$ cat src/rtl/fft8_pkg.sv
// ============================================================================
// fft8_pkg : shared constants and state type for the 8-point FFT sequencer
// Rev 1.0
// ============================================================================
`default_nettype none

package fft8_pkg;

  localparam int FFT_POINTS           = 8;
  localparam int IDX_W                = 3;
  localparam int DEFAULT_CORE_LATENCY = 3;

  typedef enum logic [1:0] {
    FILL     = 2'd0,
    WAIT_OUT = 2'd1,
    RUN      = 2'd2
  } state_e;

endpackage

`default_nettype wire

$ cat src/rtl/fft8_frame_sequencer.sv
// ============================================================================
// fft8_frame_sequencer : gathers 8 complex samples, launches the FFT core,
// captures its results after a fixed latency and streams them out.
// Rev 1.0
// ============================================================================
`default_nettype none

module fft8_frame_sequencer
  import fft8_pkg::*;
#(
  parameter int WIDTH        = 16,
  parameter int CORE_LATENCY = DEFAULT_CORE_LATENCY
) (
  input  logic                        clk,
  input  logic                        rst_n,
  input  logic                        flush,
  input  logic                        s_valid,
  output logic                        s_ready,
  input  logic [WIDTH-1:0]            s_real,
  input  logic [WIDTH-1:0]            s_imag,
  output logic [FFT_POINTS*WIDTH-1:0] core_in_real,
  output logic [FFT_POINTS*WIDTH-1:0] core_in_imag,
  output logic                        core_start,
  input  logic [FFT_POINTS*WIDTH-1:0] core_out_real,
  input  logic [FFT_POINTS*WIDTH-1:0] core_out_imag,
  output logic                        m_valid,
  input  logic                        m_ready,
  output logic [WIDTH-1:0]            m_real,
  output logic [WIDTH-1:0]            m_imag,
  output logic [IDX_W-1:0]            m_index,
  output logic                        m_last,
  output logic                        frame_done,
  output logic                        busy
);

  localparam int LAT_W = $clog2(CORE_LATENCY + 1);
  localparam logic [IDX_W-1:0] LAST_IDX = IDX_W'(FFT_POINTS - 1);
  localparam logic [LAT_W-1:0] LAT_MAX  = LAT_W'(CORE_LATENCY);

  state_e            state_q, state_d;
  logic [IDX_W-1:0]  fill_cnt_q, fill_cnt_d;
  logic [IDX_W-1:0]  rd_idx_q, rd_idx_d;
  logic [LAT_W-1:0]  lat_cnt_q, lat_cnt_d;
  logic              out_full_q, out_full_d;

  logic [WIDTH-1:0]  in_re_q  [FFT_POINTS];
  logic [WIDTH-1:0]  in_im_q  [FFT_POINTS];
  logic [WIDTH-1:0]  out_re_q [FFT_POINTS];
  logic [WIDTH-1:0]  out_im_q [FFT_POINTS];

  logic in_we;
  logic capture;
  logic s_fire;
  logic m_fire;
  logic last_out;

  assign s_fire   = s_valid && s_ready && !flush;
  assign m_fire   = out_full_q && m_ready && !flush;
  assign last_out = m_fire && (rd_idx_q == LAST_IDX);

  always_comb begin
    state_d    = state_q;
    fill_cnt_d = fill_cnt_q;
    rd_idx_d   = rd_idx_q;
    lat_cnt_d  = lat_cnt_q;
    out_full_d = out_full_q;
    in_we      = 1'b0;
    capture    = 1'b0;

    if (flush) begin
      state_d    = FILL;
      fill_cnt_d = '0;
      rd_idx_d   = '0;
      lat_cnt_d  = '0;
      out_full_d = 1'b0;
    end else begin
      if (m_fire) begin
        rd_idx_d = rd_idx_q + IDX_W'(1);
        if (rd_idx_q == LAST_IDX) begin
          out_full_d = 1'b0;
        end
      end

      case (state_q)
        FILL: begin
          if (s_fire) begin
            in_we      = 1'b1;
            fill_cnt_d = fill_cnt_q + IDX_W'(1);
            // A draining output frame that finishes this very cycle frees the slot.
            if (fill_cnt_q == LAST_IDX) begin
              state_d = (!out_full_q || last_out) ? RUN : WAIT_OUT;
            end
          end
        end
        WAIT_OUT: begin
          if (!out_full_q) begin
            state_d = RUN;
          end
        end
        RUN: begin
          if (lat_cnt_q == LAT_MAX) begin
            capture    = 1'b1;
            lat_cnt_d  = '0;
            out_full_d = 1'b1;
            rd_idx_d   = '0;
            state_d    = FILL;
          end else begin
            lat_cnt_d = lat_cnt_q + LAT_W'(1);
          end
        end
        default: state_d = FILL;
      endcase
    end
  end

  always_ff @(posedge clk or negedge rst_n) begin
    if (!rst_n) begin
      state_q    <= FILL;
      fill_cnt_q <= '0;
      rd_idx_q   <= '0;
      lat_cnt_q  <= '0;
      out_full_q <= 1'b0;
      for (int n = 0; n < FFT_POINTS; n++) begin
        in_re_q[n]  <= '0;
        in_im_q[n]  <= '0;
        out_re_q[n] <= '0;
        out_im_q[n] <= '0;
      end
    end else begin
      state_q    <= state_d;
      fill_cnt_q <= fill_cnt_d;
      rd_idx_q   <= rd_idx_d;
      lat_cnt_q  <= lat_cnt_d;
      out_full_q <= out_full_d;
      if (in_we) begin
        in_re_q[fill_cnt_q] <= s_real;
        in_im_q[fill_cnt_q] <= s_imag;
      end
      if (capture) begin
        for (int n = 0; n < FFT_POINTS; n++) begin
          out_re_q[n] <= core_out_real[n*WIDTH +: WIDTH];
          out_im_q[n] <= core_out_imag[n*WIDTH +: WIDTH];
        end
      end
    end
  end

  for (genvar n = 0; n < FFT_POINTS; n++) begin : g_pack
    assign core_in_real[n*WIDTH +: WIDTH] = in_re_q[n];
    assign core_in_imag[n*WIDTH +: WIDTH] = in_im_q[n];
  end

  assign s_ready    = (state_q == FILL);
  assign core_start = (state_q == RUN) && (lat_cnt_q == '0);
  assign m_valid    = out_full_q;
  assign m_real     = out_re_q[rd_idx_q];
  assign m_imag     = out_im_q[rd_idx_q];
  assign m_index    = rd_idx_q;
  assign m_last     = out_full_q && (rd_idx_q == LAST_IDX);
  assign frame_done = last_out;
  assign busy       = !((state_q == FILL) && (fill_cnt_q == '0) && !out_full_q);

endmodule

`default_nettype wire

$ cat config.mk
export PLATFORM = sky130hd
export DESIGN_NAME = fft8_frame_sequencer
export DESIGN_NICKNAME = d
export VERILOG_FILES = /design/src/rtl/fft8_pkg.sv /design/src/rtl/fft8_frame_sequencer.sv
export SDC_FILE = /design/constraint.sdc
export NUM_CORES = 1
export LEC_CHECK = 0
export ABC_AREA = 1
export CAP_MARGIN = 5
export CORE_MARGIN = 4
export CORE_UTILIZATION = 36
export CTS_BUF_LIST = sky130_fd_sc_hd__clkbuf_4 sky130_fd_sc_hd__clkbuf_8
export CTS_CLUSTER_SIZE = 12
export DETAILED_ROUTE_END_ITERATION = 12
export MAX_ROUTING_LAYER = met4
export RECOVER_POWER = 25
export SLEW_MARGIN = 10
export SYNTH_ARGS = -nofsm -noshare
export SYNTH_HDL_FRONTEND = slang
export SYNTH_SLANG_ARGS = --single-unit
$ cat constraint.sdc
create_clock -name clk -period 2 [get_ports clk]
set_input_delay 0.4 -clock clk [delete_from_list [all_inputs] [get_ports clk]]
set_output_delay 0.4 -clock clk [all_outputs]
set_load 0.01 [all_outputs]
==> metrics.txt, run 1 <==
clk slew on worst S/H paths 0.06 ns; Post-Route WL 99,170 µm; Setup CP Type flip-flop to output port; total CTS buffers 90; Die Width 265.1 µm; dpl hpwl 71,580 µm; peak per-stage delay on the critical path 0.50 ns; clock net sink count 523; FF+latch count, synth 523; All-Layer GR Usage 0.2800; Die Height 265.1 µm; core area 64,930 µm²; largest net degree at the start of global routing 73; grt total ovfl 0; stages on the worst setup path 10; Fin. Hold Viols 0; initial antenna violation count 14; Setup crit end kind output port; # port buffers 589; sequential area share after synthesis 0.5501; DIE AREA 70,260 µm²; Initial Util 0.3664; area grow syn2layout 42.13%; Crit path required time 1.60 ns; slew margin rel. 0.2528; Vias 22,180; f_max 367.3 MHz; clk root buf clkbuf_8; post-DR wirelength/cell 22.06 µm; MaxCap Viol Count 0; worst clock skew 0.03897 ns; latest clock arrival within the worst-skew pair 0.72 ns; Post-DP Area 31,200 µm²; status complete, but fails checks; crit path buf inv count 4; power per standard cell area 1018 nW/µm²; DP Worst Slack -0.5633 ns; first-pass GRT wire length 143,700 µm; final setup violating endpoints 39; post-route insts no fill 4,495; DRT iter0 DRCs 2,029; worst setup margin -0.7229 ns; CP Cell Sequence buf_12 -> clkbuf_16 -> clkbuf_16 -> nor2_1 -> nor2_1 -> o21ai_0 -> nand2_1 -> nand2_2 -> nand2_1 -> buf_6; startpoint class of the critical path flip-flop; critical path's slowest cell dfrtp_4; yosys warns 0; finished layout cell area 33,810 µm²; failing checks negative setup slack; H-tree depth 3; Net count, final 3,859; CP arrival 2.32 ns; Worst Hold Depth 3; IR drop worst, VDD 623.1 µV; min Tclk post-route 2.723 ns; DRT Pass-1 Iters 5; vias in the first global route 21,610; share of cells above drive strength 1 0.1586; RSZ-0062 raised after global routing true; post-synthesis instance total 2,911; Longest Clk Path Bufs 3; vias per inst 4.935; gpl congestion 0.9090; DRC 0; Least-Margin Pin Slew 1.121 ns; class of the worst hold path input port to flip-flop; fin. max-slew vios 0; post-synthesis instance area 23,790 µm²; reg2reg path depth 18; FP Rows 93; maximum fanout along the worst path 7; crit share post-route 1.361; cell family with most CP delay buffers and inverters; CTS tree done; Final ANT Viol Nets 0; Leakage 18.38 nW; IO Pins 590; Mean Syn Cell Area 8.173 µm²; Net Count, Synth 3,211; Pwr Total 34.43 mW; placed insts 4,284; Synth cell types 22
-- registers in the layout, indices dropped and copies added, names as in the netlist --
name / count
core_in_real: 128
out_re_q: 128
out_im_q: 128
state_q: 2
core_in_imag: 128
m_valid: 1
fill_cnt_q: 3
m_index: 3
lat_cnt_q: 2
-- stage by stage --
| step | setup TNS (ns) | hold slack [ns] | util |
|---|---|---|---|
| 3_5_place_dp | -28.99 | 0.3298 | 0.4805 |
| 3_3_place_gp | -22.48 | 0.3331 | 0.4805 |
| 5_1_grt | -40.15 | 0.2338 | 0.5208 |
| 6_report | -23.98 | 0.2482 | 0.5208 |
| 2_1_floorplan | 0 | 0.1044 | - |
| 4_1_cts | -25.45 | 0.1717 | 0.5158 |
-- routing by layer --
layer / vias up / global-route usage / part of all wire
li1: 10410 / - / -
met5: - / - / 0
met3: 203 / 0.05171 / 0.073
met4: 0 / 0.1225 / 0.046
met1: 10660 / 0.3672 / 0.41
met2: 917 / 0.4274 / 0.47
-- final timing paths --
| path | slack (ns) | from | endpoint |
|---|---|---|---|
| max | -0.72 | m_index[0]$_DFF_PN0_ | m_imag[9] |
| min | 0.25 | core_out_real[21] | out_re_q[101]$_DFFE_PN0P_ |
| max reg2reg | -0.58 | m_index[0]$_DFF_PN0_ | state_q[0]$_DFFE_PN0P_ |
| min reg2reg | 0.48 | out_re_q[11]$_DFFE_PN0P_ | out_re_q[11]$_DFFE_PN0P_ |
| max in group asynchronous | 0.10 | rst_n | core_in_imag[121]$_DFFE_PN0P_ |
| min in group asynchronous | 0.46 | rst_n | out_re_q[66]$_DFFE_PN0P_ |
-- timing repair --
action / CTS / global route
endpoints found under the setup margin: 296 / 42
gates resized for setup: 612 / 93
endpoints found under the hold margin: 177 / 0
pin swaps: 42 / 49
hold buffers: 1 / 0
buffers inserted: 21 / 5
cloned: 7 / 5
-- synth_stat cells, drive strengths merged --
cell / number / area (µm²)
nand2: 946 / 3551
o21ai: 645 / 3378
dfrtp: 523 / 13090
nor2: 279 / 1192
inv: 275 / 1032
buf: 144 / 1055
clkbuf: 70 / 269.0
nand3: 17 / 110.1
ha: 7 / 87.58
nor3: 3 / 15.01
nand4: 2 / 12.51
-- power by group --
group          switching [mW]  internal (mW)
combinational            5.41           3.90
clock                    4.66           5.71
sequential               1.63           13.1
-- final cells by class --
class                   count  area [µm²]
fillers                  6231       31120
flip-flops and latches    523       13100
multi-input cells        1899        8817
repair buffers            770        7850
clock buffers             149        1800
well taps                 855        1070
inverters                 275        1037
clock inverters            10       105.1
diodes                     14       35.03
-- tightest hold or removal path, cell delays in order --
cell,delay (ns)
clkdlybuf4s50_1,0.39
inv_1,0.05
o21ai_1,0.06
-- cells in the final DEF, fill, tap and decap left out, types with 4 or more instances in the layout --
cell type and instances:
nand3_1 14, o21ai_2 48, buf_6 39, buf_12 51, clkdlybuf4s50_1 292, nor2_8 8
nand2_1 897, ha_1 4, buf_16 6, dfrtp_1 516, dlygate4sd2_1 256, buf_4 99
clkbuf_4 42, nor2_4 20, diode_2 14, buf_2 11, clkbuf_16 4, inv_1 266
inv_2 8, nand2_2 49, clkbuf_2 4, clkinv_2 4, clkbuf_8 109, o21ai_1 249
nor2_2 47, nor2_1 204, dfrtp_2 6, o21ai_0 346
-- kinds of logic after synthesis --
| logic type | after synthesis | synth area share |
|---|---|---|
| and+or+nand+nor | 1247 | 0.2052 |
| buffers and inverters | 489 | 0.09903 |
| adders and majority gates | 7 | 0.003681 |
| DFF | 523 | 0.5501 |
| AOI/OAI and AO/OA | 645 | 0.1420 |
Note: power is estimated with default switching activity, not from simulation.
==> inputs of run 2 (changes only) <==
--- a/config.mk
+++ b/config.mk
@@ -7,14 +7,13 @@
 export LEC_CHECK = 0
 export ABC_AREA = 1
 export CAP_MARGIN = 5
-export CORE_MARGIN = 4
+export CORE_MARGIN = 10
 export CORE_UTILIZATION = 36
 export CTS_BUF_LIST = sky130_fd_sc_hd__clkbuf_4 sky130_fd_sc_hd__clkbuf_8
 export CTS_CLUSTER_SIZE = 12
 export DETAILED_ROUTE_END_ITERATION = 12
 export MAX_ROUTING_LAYER = met4
 export RECOVER_POWER = 25
-export SLEW_MARGIN = 10
 export SYNTH_ARGS = -nofsm -noshare
 export SYNTH_HDL_FRONTEND = slang
 export SYNTH_SLANG_ARGS = --single-unit
==> run 2 against run 1 <==
  * The flow finishes with violations (max-capacitance violations, max-slew violations, negative setup slack)
  * Global-route usage decreased by 1.0 points
  * First-iteration DRC count shrank 4.0%
  * Sequential power about the same
  * Sequential cell count stayed put
  * Setup slack worse by 0.010 ns
  * Critical path type unchanged
  * Critical endpoint is now m_imag[14]
==> metrics.txt, run 2 (synthesized netlist as in run 1, its figures left out) <==
commonest non-fill, non-tap cell in the layout nand2_1; Internal 23.37 mW; Logic pwr share 0.270; first-pass GRT wire length 151,700 µm; Vias 22,270; worst clock skew 0.03353 ns; H-tree depth 3; initial antenna violation count 17; failing checks max-capacitance violations, max-slew violations, negative setup slack; All-Layer GR Usage 0.2700; startpoint class of the critical path flip-flop; class of the worst hold path input port to flip-flop; RSZ-0062 raised after global routing true; slew margin rel. -0.03894; Die Height 277.1 µm; Seq pwr share 0.416; Setup CP Type flip-flop to output port; Longest Clk Path Bufs 3; gpl congestion 0.9216; worst setup margin -0.7329 ns; Net count, final 3,858; CP arrival 2.33 ns; area grow syn2layout 44.71%; Crit path required time 1.60 ns; maximum fanout along the worst path 16; FP Rows 94; latest clock arrival within the worst-skew pair 0.68 ns; most frequent cells in the layout nand2_1 (888), dfrtp_1 (518), o21ai_0 (308), clkdlybuf4s50_1 (291), inv_1 (268); core area 65,630 µm²; # port buffers 589; clk root buf clkbuf_8; # fillers 6,278; Sw Pwr 12.04 mW; share of cells above drive strength 1 0.1723; grt total ovfl 0; DRT Pass-1 Iters 6; vias per inst 4.932; Leakage 18.60 nW; total CTS buffers 95; Initial Util 0.3625; CTS tree done; Least-Margin Pin Slew 1.558 ns; Final Util 0.5246; IO Pins 590; Clk pwr share 0.314; post-DR wirelength/cell 23.12 µm; IR drop worst, VDD 646.1 µV; clock net sink count 523; Pwr Total 35.40 mW; largest net degree at the start of global routing 86; DRT iter0 DRCs 1,948; final setup violating endpoints 35; clk slew on worst S/H paths 0.06 ns; Fin. Hold Viols 0; DIE AREA 76,770 µm²; fin. max-slew vios 41; status complete, but fails checks; vias in the first global route 21,860; Die Width 277.1 µm; DRC 0; power per standard cell area 1028 nW/µm²; MaxCap Viol Count 1; crit share post-route 1.366; Post-Route WL 104,400 µm; Sw Share 0.3400; min Tclk post-route 2.733 ns; Final ANT Viol Nets 0; f_max 365.9 MHz; dpl hpwl 74,220 µm; Setup crit end kind output port
run 2: cell types whose count changed in the layout (fill, tap and decap cells not counted), moves of 14 or more:
cell and change:
o21ai_0 -38, o21ai_2 +38, clkbuf_8 +14, buf_4 -23
run 2: final cells by class:
cell class	instances	area (µm²)	area share
clock inverter	14	141.4	0.004107
tap	864	1081	0.03140
sequential	523	13100	0.3804
timing repair buffer	764	7991	0.2321
inverter	275	1047	0.03042
antenna	18	45.04	0.001308
multi-input combinational	1899	9069	0.2634
clock buffer	158	1956	0.05681
run 2: power groups by stage:
| stage | registers [mW] | logic [mW] | clock network (mW) |
|---|---|---|---|
| 5_1_grt | 15.0 | 10.4 | 11.8 |
| 3_3_place_gp | 14.7 | 10.3 | 0 |
| 4_1_cts | 14.6 | 9.52 | 11.3 |
| 6_report | 14.7 | 9.57 | 11.1 |
| 3_5_place_dp | 14.7 | 10.4 | 0 |
| 2_1_floorplan | 15.1 | 3.30 | 0 |
run 2: path summary, 6_finish.rpt:
path	from	end	slack (ns)	cells after the start
setup reg to reg	state_q[1]$_DFFE_PN0P_	core_in_imag[27]$_DFFE_PN0P_	0.05	8
max in group asynchronous	rst_n	out_im_q[3]$_DFFE_PN0P_	0.12	3
min in group asynchronous	rst_n	out_re_q[6]$_DFFE_PN0P_	0.63	2
hold / removal	core_out_real[59]	out_re_q[75]$_DFFE_PN0P_	0.23	3
setup / recovery	m_index[0]$_DFF_PN0_	m_imag[14]	-0.73	10
hold reg to reg	out_re_q[68]$_DFFE_PN0P_	out_re_q[68]$_DFFE_PN0P_	0.48	2
run 2: stage by stage:
stage / cell area (µm²) / TNS (ns) / instances / hold slack (ns) / worst slack, ns
floorplan: 23790 / 0 / 2911 / 0.1044 / 0.2938
global placement: 31060 / -25.61 / 4280 / 0.3714 / -0.4108
detailed placement: 31060 / -35.48 / 4280 / 0.3811 / -0.4209
CTS: 33990 / -24.18 / 4484 / 0.1819 / -0.7458
global route: 34420 / -26.41 / 4514 / 0.2115 / -0.8351
finish: 34430 / -22.00 / 4515 / 0.2309 / -0.7329
run 2: metal layers:
metal,up-vias,wire length (µm),GRT usage
met5,-,0,-
met4,0,4701,0.1180
met3,207,7960,0.06502
met2,937,48760,0.4172
met1,10710,42990,0.3329
li1,10410,-,-
run 2: critical path: stages, from the launching register on:
cell,delay [ns]
dfrtp_4,0.50
buf_12,0.15
buf_4,0.14
buf_12,0.15
nor2_1,0.13
nor2_1,0.06
o21ai_0,0.07
nand2_1,0.09
nand2_2,0.13
nand2_1,0.09
buf_6,0.13
run 2: what timing repair did:
item                                    in CTS  in global routing
hold buffers                                 1                  0
resized for setup                          714                100
endpoints found under the hold margin       34                  0
buffers inserted                            16                 10
endpoints found under the setup margin     295                 42
pin swaps                                   64                 40
gates cloned                                15                  5
